**config.mk**
```make
export PLATFORM = sky130hd
export DESIGN_NAME = pipe_mem_arbiter_flat
export DESIGN_NICKNAME = d
export VERILOG_FILES = /design/src/rtl/pipe_mem_arbiter_if.sv /design/src/rtl/pipe_mem_arbiter.sv /design/src/flat_wrapper.sv
export SDC_FILE = /design/constraint.sdc
export NUM_CORES = 1
export LEC_CHECK = 0
export CAP_MARGIN = 20
export CORE_ASPECT_RATIO = 0.75
export CORE_UTILIZATION = 40
export CTS_CLUSTER_DIAMETER = 30
export DETAILED_ROUTE_END_ITERATION = 6
export PLACE_DENSITY = 0.8
export RECOVER_POWER = 100
export SETUP_SLACK_MARGIN = 0.4
export SLEW_MARGIN = 20
export SYNTH_ARGS = -nofsm -noshare
export SYNTH_HDL_FRONTEND = slang
export SYNTH_SLANG_ARGS = --single-unit
```
**constraint.sdc**
```tcl
create_clock -name clk -period 12 [get_ports clk]
set_input_delay 2.4 -clock clk [delete_from_list [all_inputs] [get_ports clk]]
set_output_delay 2.4 -clock clk [all_outputs]
set_load 0.01 [all_outputs]
```
**src/rtl/pipe_mem_arbiter_if.sv**
```systemverilog
// pipe_mem_arbiter_if
// Bundles every signal between the pipeline, the arbiter and the unified
// memory model into one interface.
//   master : the environment side. It drives the fetch/data requests and the
//            memory response, and observes the memory strobes, the returned
//            instruction/data, the done pulses and the stalls.
//   slave  : the arbiter side, with the opposite directions.
// Fetch   : if_req, if_adr -> if_inst, if_done, stall_if
// Data    : d_read, d_write, d_adr, d_wdata -> d_rdata, d_done, stall_mem
// Memory  : mem_adr, mem_wdata, mem_rd, mem_wr -> mem_rdata, mem_ack
interface pipe_mem_arbiter_if #(
  parameter int AW = 32,
  parameter int DW = 32
) ();
  logic          if_req;
  logic [AW-1:0] if_adr;
  logic          d_read;
  logic          d_write;
  logic [AW-1:0] d_adr;
  logic [DW-1:0] d_wdata;
  logic [DW-1:0] mem_rdata;
  logic          mem_ack;
  logic [AW-1:0] mem_adr;
  logic [DW-1:0] mem_wdata;
  logic          mem_rd;
  logic          mem_wr;
  logic [DW-1:0] if_inst;
  logic          if_done;
  logic [DW-1:0] d_rdata;
  logic          d_done;
  logic          stall_if;
  logic          stall_mem;

  modport master (
    output if_req, if_adr, d_read, d_write, d_adr, d_wdata, mem_rdata, mem_ack,
    input  mem_adr, mem_wdata, mem_rd, mem_wr, if_inst, if_done, d_rdata,
           d_done, stall_if, stall_mem
  );

  modport slave (
    input  if_req, if_adr, d_read, d_write, d_adr, d_wdata, mem_rdata, mem_ack,
    output mem_adr, mem_wdata, mem_rd, mem_wr, if_inst, if_done, d_rdata,
           d_done, stall_if, stall_mem
  );
endinterface

```
**src/rtl/pipe_mem_arbiter.sv**
```systemverilog
// pipe_mem_arbiter
// Shares one single-ported, variable-latency memory between the instruction
// fetch port and the MEM-stage data port. Each access goes through IDLE (the
// arbitration cycle), then FETCH or DATA until the memory acks. It returns the
// fetched instruction and the load data, and generates the stalls that freeze
// the front end and the whole pipeline while an access is outstanding.
// Ports:
//   clk  : rising-edge clock
//   rst  : asynchronous active-high reset. It abandons any in-flight access.
//   bus  : pipe_mem_arbiter_if.slave, which carries the fetch, data and memory signals
// Optional feature: define ARB_STARVE_GUARD_EN to add a starvation guard. After
// STARVE_MAX consecutive arbitration losses, fetch is granted ahead of pending data.
// Without the macro, data always wins.
module pipe_mem_arbiter #(
  parameter int AW         = 32,
  parameter int DW         = 32,
  parameter int STARVE_MAX = 3
) (
  input logic               clk,
  input logic               rst,
  pipe_mem_arbiter_if.slave bus
);

  localparam logic [1:0] ST_IDLE  = 2'd0;
  localparam logic [1:0] ST_FETCH = 2'd1;
  localparam logic [1:0] ST_DATA  = 2'd2;

  logic [1:0]    state_q, state_d;
  logic [AW-1:0] mem_adr_q, mem_adr_d;
  logic [DW-1:0] mem_wdata_q, mem_wdata_d;
  logic          mem_rd_q, mem_rd_d;
  logic          mem_wr_q, mem_wr_d;
  logic [DW-1:0] if_inst_q, if_inst_d;
  logic [DW-1:0] d_rdata_q, d_rdata_d;

  logic data_req;
  logic fetch_ack;
  logic data_ack;
  logic load_ack;
  logic grant_fetch;
  logic grant_data;
  logic starve_force;

  assign data_req  = bus.d_read | bus.d_write;
  // An ack is only meaningful while an access is outstanding. A stray ack in IDLE is ignored.
  assign fetch_ack = (state_q == ST_FETCH) & bus.mem_ack;
  assign data_ack  = (state_q == ST_DATA) & bus.mem_ack;
  // A store completes through DATA too. Only a load carries read data.
  assign load_ack  = data_ack & mem_rd_q;

`ifdef ARB_STARVE_GUARD_EN
  localparam int SW = (STARVE_MAX < 1) ? 1 : $clog2(STARVE_MAX + 1);
  localparam logic [SW-1:0] STARVE_LIM = SW'(STARVE_MAX);

  logic [SW-1:0] starve_q, starve_d;

  assign starve_force = (starve_q == STARVE_LIM);

  // Starve counter: counts IDLE cycles where a waiting fetch lost to data. It clears when fetch is granted.
  always_comb begin
    starve_d = starve_q;
    if (state_q == ST_IDLE) begin
      if (grant_fetch) begin
        starve_d = {SW{1'b0}};
      end else if (bus.if_req && data_req && (starve_q != STARVE_LIM)) begin
        starve_d = starve_q + SW'(1);
      end else begin
        starve_d = starve_q;
      end
    end else begin
      starve_d = starve_q;
    end
  end

  // Starve counter register.
  always_ff @(posedge clk or posedge rst) begin
    if (rst) begin
      starve_q <= {SW{1'b0}};
    end else begin
      starve_q <= starve_d;
    end
  end
`else
  assign starve_force = 1'b0;
`endif

  // Data normally wins because it belongs to the older instruction.
  assign grant_fetch = (state_q == ST_IDLE) & bus.if_req & (~data_req | starve_force);
  assign grant_data  = (state_q == ST_IDLE) & data_req & ~grant_fetch;

  // FSM next state and memory request registers. Address and strobes hold until the ack.
  always_comb begin
    state_d     = state_q;
    mem_adr_d   = mem_adr_q;
    mem_wdata_d = mem_wdata_q;
    mem_rd_d    = mem_rd_q;
    mem_wr_d    = mem_wr_q;
    case (state_q)
      ST_IDLE: begin
        if (grant_data) begin
          state_d     = ST_DATA;
          mem_adr_d   = bus.d_adr;
          mem_wdata_d = bus.d_wdata;
          mem_rd_d    = bus.d_read;
          mem_wr_d    = bus.d_write;
        end else if (grant_fetch) begin
          state_d   = ST_FETCH;
          mem_adr_d = bus.if_adr;
          mem_rd_d  = 1'b1;
          mem_wr_d  = 1'b0;
        end else begin
          state_d  = ST_IDLE;
          mem_rd_d = 1'b0;
          mem_wr_d = 1'b0;
        end
      end
      ST_FETCH, ST_DATA: begin
        if (bus.mem_ack) begin
          state_d  = ST_IDLE;
          mem_rd_d = 1'b0;
          mem_wr_d = 1'b0;
        end else begin
          state_d = state_q;
        end
      end
      default: begin
        state_d  = ST_IDLE;
        mem_rd_d = 1'b0;
        mem_wr_d = 1'b0;
      end
    endcase
  end

  // Returned-value holds: capture memory data on the completing cycle, otherwise keep the last value.
  always_comb begin
    if (fetch_ack) begin
      if_inst_d = bus.mem_rdata;
    end else begin
      if_inst_d = if_inst_q;
    end
    if (load_ack) begin
      d_rdata_d = bus.mem_rdata;
    end else begin
      d_rdata_d = d_rdata_q;
    end
  end

  // State and datapath registers. Reset abandons any in-flight access.
  always_ff @(posedge clk or posedge rst) begin
    if (rst) begin
      state_q     <= ST_IDLE;
      mem_adr_q   <= {AW{1'b0}};
      mem_wdata_q <= {DW{1'b0}};
      mem_rd_q    <= 1'b0;
      mem_wr_q    <= 1'b0;
      if_inst_q   <= {DW{1'b0}};
      d_rdata_q   <= {DW{1'b0}};
    end else begin
      state_q     <= state_d;
      mem_adr_q   <= mem_adr_d;
      mem_wdata_q <= mem_wdata_d;
      mem_rd_q    <= mem_rd_d;
      mem_wr_q    <= mem_wr_d;
      if_inst_q   <= if_inst_d;
      d_rdata_q   <= d_rdata_d;
    end
  end

  assign bus.mem_adr   = mem_adr_q;
  assign bus.mem_wdata = mem_wdata_q;
  assign bus.mem_rd    = mem_rd_q;
  assign bus.mem_wr    = mem_wr_q;
  // The instruction and load data pass through combinationally on the completing cycle.
  assign bus.if_inst   = if_inst_d;
  assign bus.d_rdata   = d_rdata_d;
  assign bus.if_done   = fetch_ack;
  assign bus.d_done    = data_ack;
  assign bus.stall_if  = bus.if_req & ~fetch_ack;
  assign bus.stall_mem = data_req & ~data_ack;

endmodule
```
**src/flat_wrapper.sv**
```systemverilog
// flat-port wrapper written by rule: the top's interface ports become plain ports
module pipe_mem_arbiter_flat 
#(
  parameter int AW         = 32,
  parameter int DW         = 32,
  parameter int STARVE_MAX = 3
)
  (clk, rst, bus_if_req, bus_if_adr, bus_d_read, bus_d_write, bus_d_adr, bus_d_wdata, bus_mem_rdata, bus_mem_ack, bus_mem_adr, bus_mem_wdata, bus_mem_rd, bus_mem_wr, bus_if_inst, bus_if_done, bus_d_rdata, bus_d_done, bus_stall_if, bus_stall_mem);
  pipe_mem_arbiter_if #(.AW(AW), .DW(DW)) bus_i ();
  input logic clk;
  input logic rst;
  input wire logic [$bits(bus_i.if_req)-1:0] bus_if_req;
  input wire logic [$bits(bus_i.if_adr)-1:0] bus_if_adr;
  input wire logic [$bits(bus_i.d_read)-1:0] bus_d_read;
  input wire logic [$bits(bus_i.d_write)-1:0] bus_d_write;
  input wire logic [$bits(bus_i.d_adr)-1:0] bus_d_adr;
  input wire logic [$bits(bus_i.d_wdata)-1:0] bus_d_wdata;
  input wire logic [$bits(bus_i.mem_rdata)-1:0] bus_mem_rdata;
  input wire logic [$bits(bus_i.mem_ack)-1:0] bus_mem_ack;
  output wire logic [$bits(bus_i.mem_adr)-1:0] bus_mem_adr;
  output wire logic [$bits(bus_i.mem_wdata)-1:0] bus_mem_wdata;
  output wire logic [$bits(bus_i.mem_rd)-1:0] bus_mem_rd;
  output wire logic [$bits(bus_i.mem_wr)-1:0] bus_mem_wr;
  output wire logic [$bits(bus_i.if_inst)-1:0] bus_if_inst;
  output wire logic [$bits(bus_i.if_done)-1:0] bus_if_done;
  output wire logic [$bits(bus_i.d_rdata)-1:0] bus_d_rdata;
  output wire logic [$bits(bus_i.d_done)-1:0] bus_d_done;
  output wire logic [$bits(bus_i.stall_if)-1:0] bus_stall_if;
  output wire logic [$bits(bus_i.stall_mem)-1:0] bus_stall_mem;
  assign bus_i.if_req = bus_if_req;
  assign bus_i.if_adr = bus_if_adr;
  assign bus_i.d_read = bus_d_read;
  assign bus_i.d_write = bus_d_write;
  assign bus_i.d_adr = bus_d_adr;
  assign bus_i.d_wdata = bus_d_wdata;
  assign bus_i.mem_rdata = bus_mem_rdata;
  assign bus_i.mem_ack = bus_mem_ack;
  assign bus_mem_adr = bus_i.mem_adr;
  assign bus_mem_wdata = bus_i.mem_wdata;
  assign bus_mem_rd = bus_i.mem_rd;
  assign bus_mem_wr = bus_i.mem_wr;
  assign bus_if_inst = bus_i.if_inst;
  assign bus_if_done = bus_i.if_done;
  assign bus_d_rdata = bus_i.d_rdata;
  assign bus_d_done = bus_i.d_done;
  assign bus_stall_if = bus_i.stall_if;
  assign bus_stall_mem = bus_i.stall_mem;
  pipe_mem_arbiter #(.AW(AW), .DW(DW), .STARVE_MAX(STARVE_MAX)) u_core (.clk(clk), .rst(rst), .bus(bus_i));
endmodule
```
==> results.ini <==
[logic_synthesis]
ys_seq_elements=132
ys_warn_count=0
synthMuxAreaShare_pct=26.5
synth_top_family_by_area=multiplexers
synth_edf_count=0
synth-compound-area-share_pct=3.74
synth-adder-area-share_pct=0.710
yosysSeqAreaShare_pct=62.4
synthesis.nets=508
ys.flop_type=dfrtp_1
synth_cell_types=21
synthCells=371
avgSynthCellArea_um2=14.3
synth_xor_area_share_pct=0
syn_area_um2=5290
yosys.area_share.simple_pct=3.69
async_flop_share_pct=100

[detailed_routing]
viasPerCell=4.81
drc=0
drt_iter0_drc=101
drt-total-wl_um=14400
drt_pass1_iterations=4
wl_per_cell_um=17.6
postRouteAntennaNets=0
route.vias.total=3938

[worst_setup_path]
cpMostUsedCell=dlygate4sd3_1
worstPathArrival_ns=5.61
crit_chain=dlygate4sd3_1, nand2_1, clkbuf_1, mux2_2, dlygate4sd3_1
startpoint=bus_mem_ack
r2r-end=u_core.state_q[1]
crit_fanout=32
cp-start-kind=primary input
rrSetupSlack_ns=7.42
rr_startpoint=u_core.state_q[0]
endpoint_kind=output port
cp.required_ns=9.60
slowest_delay_ns=1.41
slowest_stage=clkbuf_1
worst_path_dominant_cell_family=buffers and inverters
path_buf_inv=3
critPathKind=primary input to output port
r2r_cells=5

[grt]
track_usage_pct=21.5
first_global_vias=4212
use_met2_pct=38.1
grt-ovfl-total=0
met3_usage_pct=9.16
grt_pass1_wl_um=21900
grt_util_met1_pct=22.6
top_usage_layer=met2
grt_max_degree=98
antenna_found_initial=0

[die]
pin_count=268
core_area_um2=12600
die_w_um=135
die_h_um=102
fp-row-count=35
initial_core_util_pct=42.1
dieArea_um2=13700

[run_status]
status=finished with violations
violations=capacitance limit, slew limit

[layout]
utilization_pct=69.2
area_delta_synth_final_pct=64.4
fin_nets=777
layout-drive-gt1-share_pct=11.5
register_area_um2=3300
nFillCells=843
antenna_cells=0
multi_input_area_um2=1830

[clock_tree]
cts_max_path_buffers=2
cts_setup_buffers=0
cts_resized=0
tritoncts=done
path_clk_slew_ns=0.06
cts_sinks=132
cts_buffers=17
clock_latency_ns=0.41
ctsHtreeMaxLevel=4
cts.root.buffer_cell=clkbuf_16
hold_buffers=0

[hold_path]
min_path_type=register to register
min_from=u_core.d_rdata_q[3]
hold_end=u_core.d_rdata_q[3]
holdPathStages=1

[place]
gp_congestion=0.774
port_buffers=267
place_hpwl_um=10600

[sta]
fmax_mhz=125
final-hold-violation-count=0
setup_viol=0
slew_violations=300
rsz0062_at_grt=false
setup_tns_ns=0
slew_headroom_pct=-188
finalCritPeriodShare_pct=66.8
worst_pin_slew_ns=4.32
min_period_ns=8.01
fin_skew_ns=0.0139

[job]
cap_violations=5

[power]
power.leakage_uw=0.00386
power_density_nw_per_um2=264
peakVddDrop_v=0.000160

[per-stage QoR]
| step | power [uW] | worst slack [ns] | instances | hold slack (ns) | area, um2 |
|---|---|---|---|---|---|
| final | 2290 | 3.99 | 819 | 0.483 | 8700 |
| after floorplan | 1230 | 6.07 | 371 | 0.472 | 5290 |
| after CTS | 2420 | 5.27 | 819 | 0.495 | 8720 |
| after global routing | 2420 | 2.90 | 819 | 0.499 | 8700 |
| after detailed placement | 1830 | 5.29 | 787 | 0.482 | 8060 |
| after global placement | 1790 | 5.30 | 787 | 0.471 | 8060 |
[Yosys cell counts (3+ instances only)]
cell type / number / share of area, %
ha_1: 3 / 0.71
mux2_1: 4 / 0.85
buf_4: 9 / 1.3
buf_2: 7 / 0.66
o21ai_0: 4 / 0.38
mux2_2: 92 / 20
mux2i_1: 32 / 6.1
a21oi_1: 32 / 3.0
nand2_1: 6 / 0.43
nor2_1: 34 / 2.4
dfrtp_1: 132 / 62
inv_1: 4 / 0.28
buf_6: 3 / 0.64
[cell families after synthesis]
logic type / count (synthesis)
flops: 132
buf+inv: 24
fa+ha+maj: 3
mux: 128
compound gates: 38
simple gates: 46
[registers in the layout (all words and copies together) (netlist names)]
| signal | flops |
|---|---|
| u_core.if_inst_q | 32 |
| u_core.bus.mem_wr | 1 |
| u_core.bus.mem_adr | 32 |
| u_core.bus.mem_wdata | 32 |
| u_core.state_q | 2 |
| u_core.bus.mem_rd | 1 |
| u_core.d_rdata_q | 32 |
[metal layers]
layer  vias to the layer above  part of all wire [%]
met4                         0                   2.1
met1                      1910                    37
li1                       1825                     -
met2                       178                    51
met3                        25                    10
met5                         -                     0
[worst max-delay path by stage]
| stage | endpoint | slack, ns | cells past startpoint |
|---|---|---|---|
| 6_report | bus_if_inst[13] | 3.99 | 5 |
| 5_1_grt | u_core.d_rdata_q[31] | 2.90 | 3 |
| 4_1_cts | bus_d_rdata[31] | 5.27 | 5 |
| 3_5_place_dp | bus_d_rdata[31] | 5.29 | 5 |
| 3_3_place_gp | bus_d_rdata[31] | 5.30 | 5 |
| 2_1_floorplan | u_core.bus.mem_adr[0] | 6.07 | 1 |
[cell usage in the layout, fill, tap and decap left out, types with 8 or more instances in the layout]
cell type          n
dlygate4sd3_1    137
mux2i_1           32
mux2_2            42
nor2_1            34
clkbuf_16         17
clkdlybuf4s50_1  130
a21oi_1           32
mux2_1            54
dfrtp_1          132
nand2_1            8
[power by group]
| part | internal [uW] | switching [uW] |
|---|---|---|
| registers | 665 | 83.6 |
| clock network | 380 | 194 |
| logic | 534 | 436 |
| total | 1580 | 714 |
[cell type report]
| type | count | share of cell area (%) |
|---|---|---|
| Clock buffer | 20 | 5.25 |
| Tap cell | 166 | 2.39 |
| Multi-Input combinational cell | 215 | 21.0 |
| Clock inverter | 12 | 2.32 |
| Timing Repair Buffer | 270 | 30.9 |
| Inverter | 4 | 0.187 |
| Sequential cell | 132 | 38.0 |
Note: power is estimated with default switching activity, not from simulation.
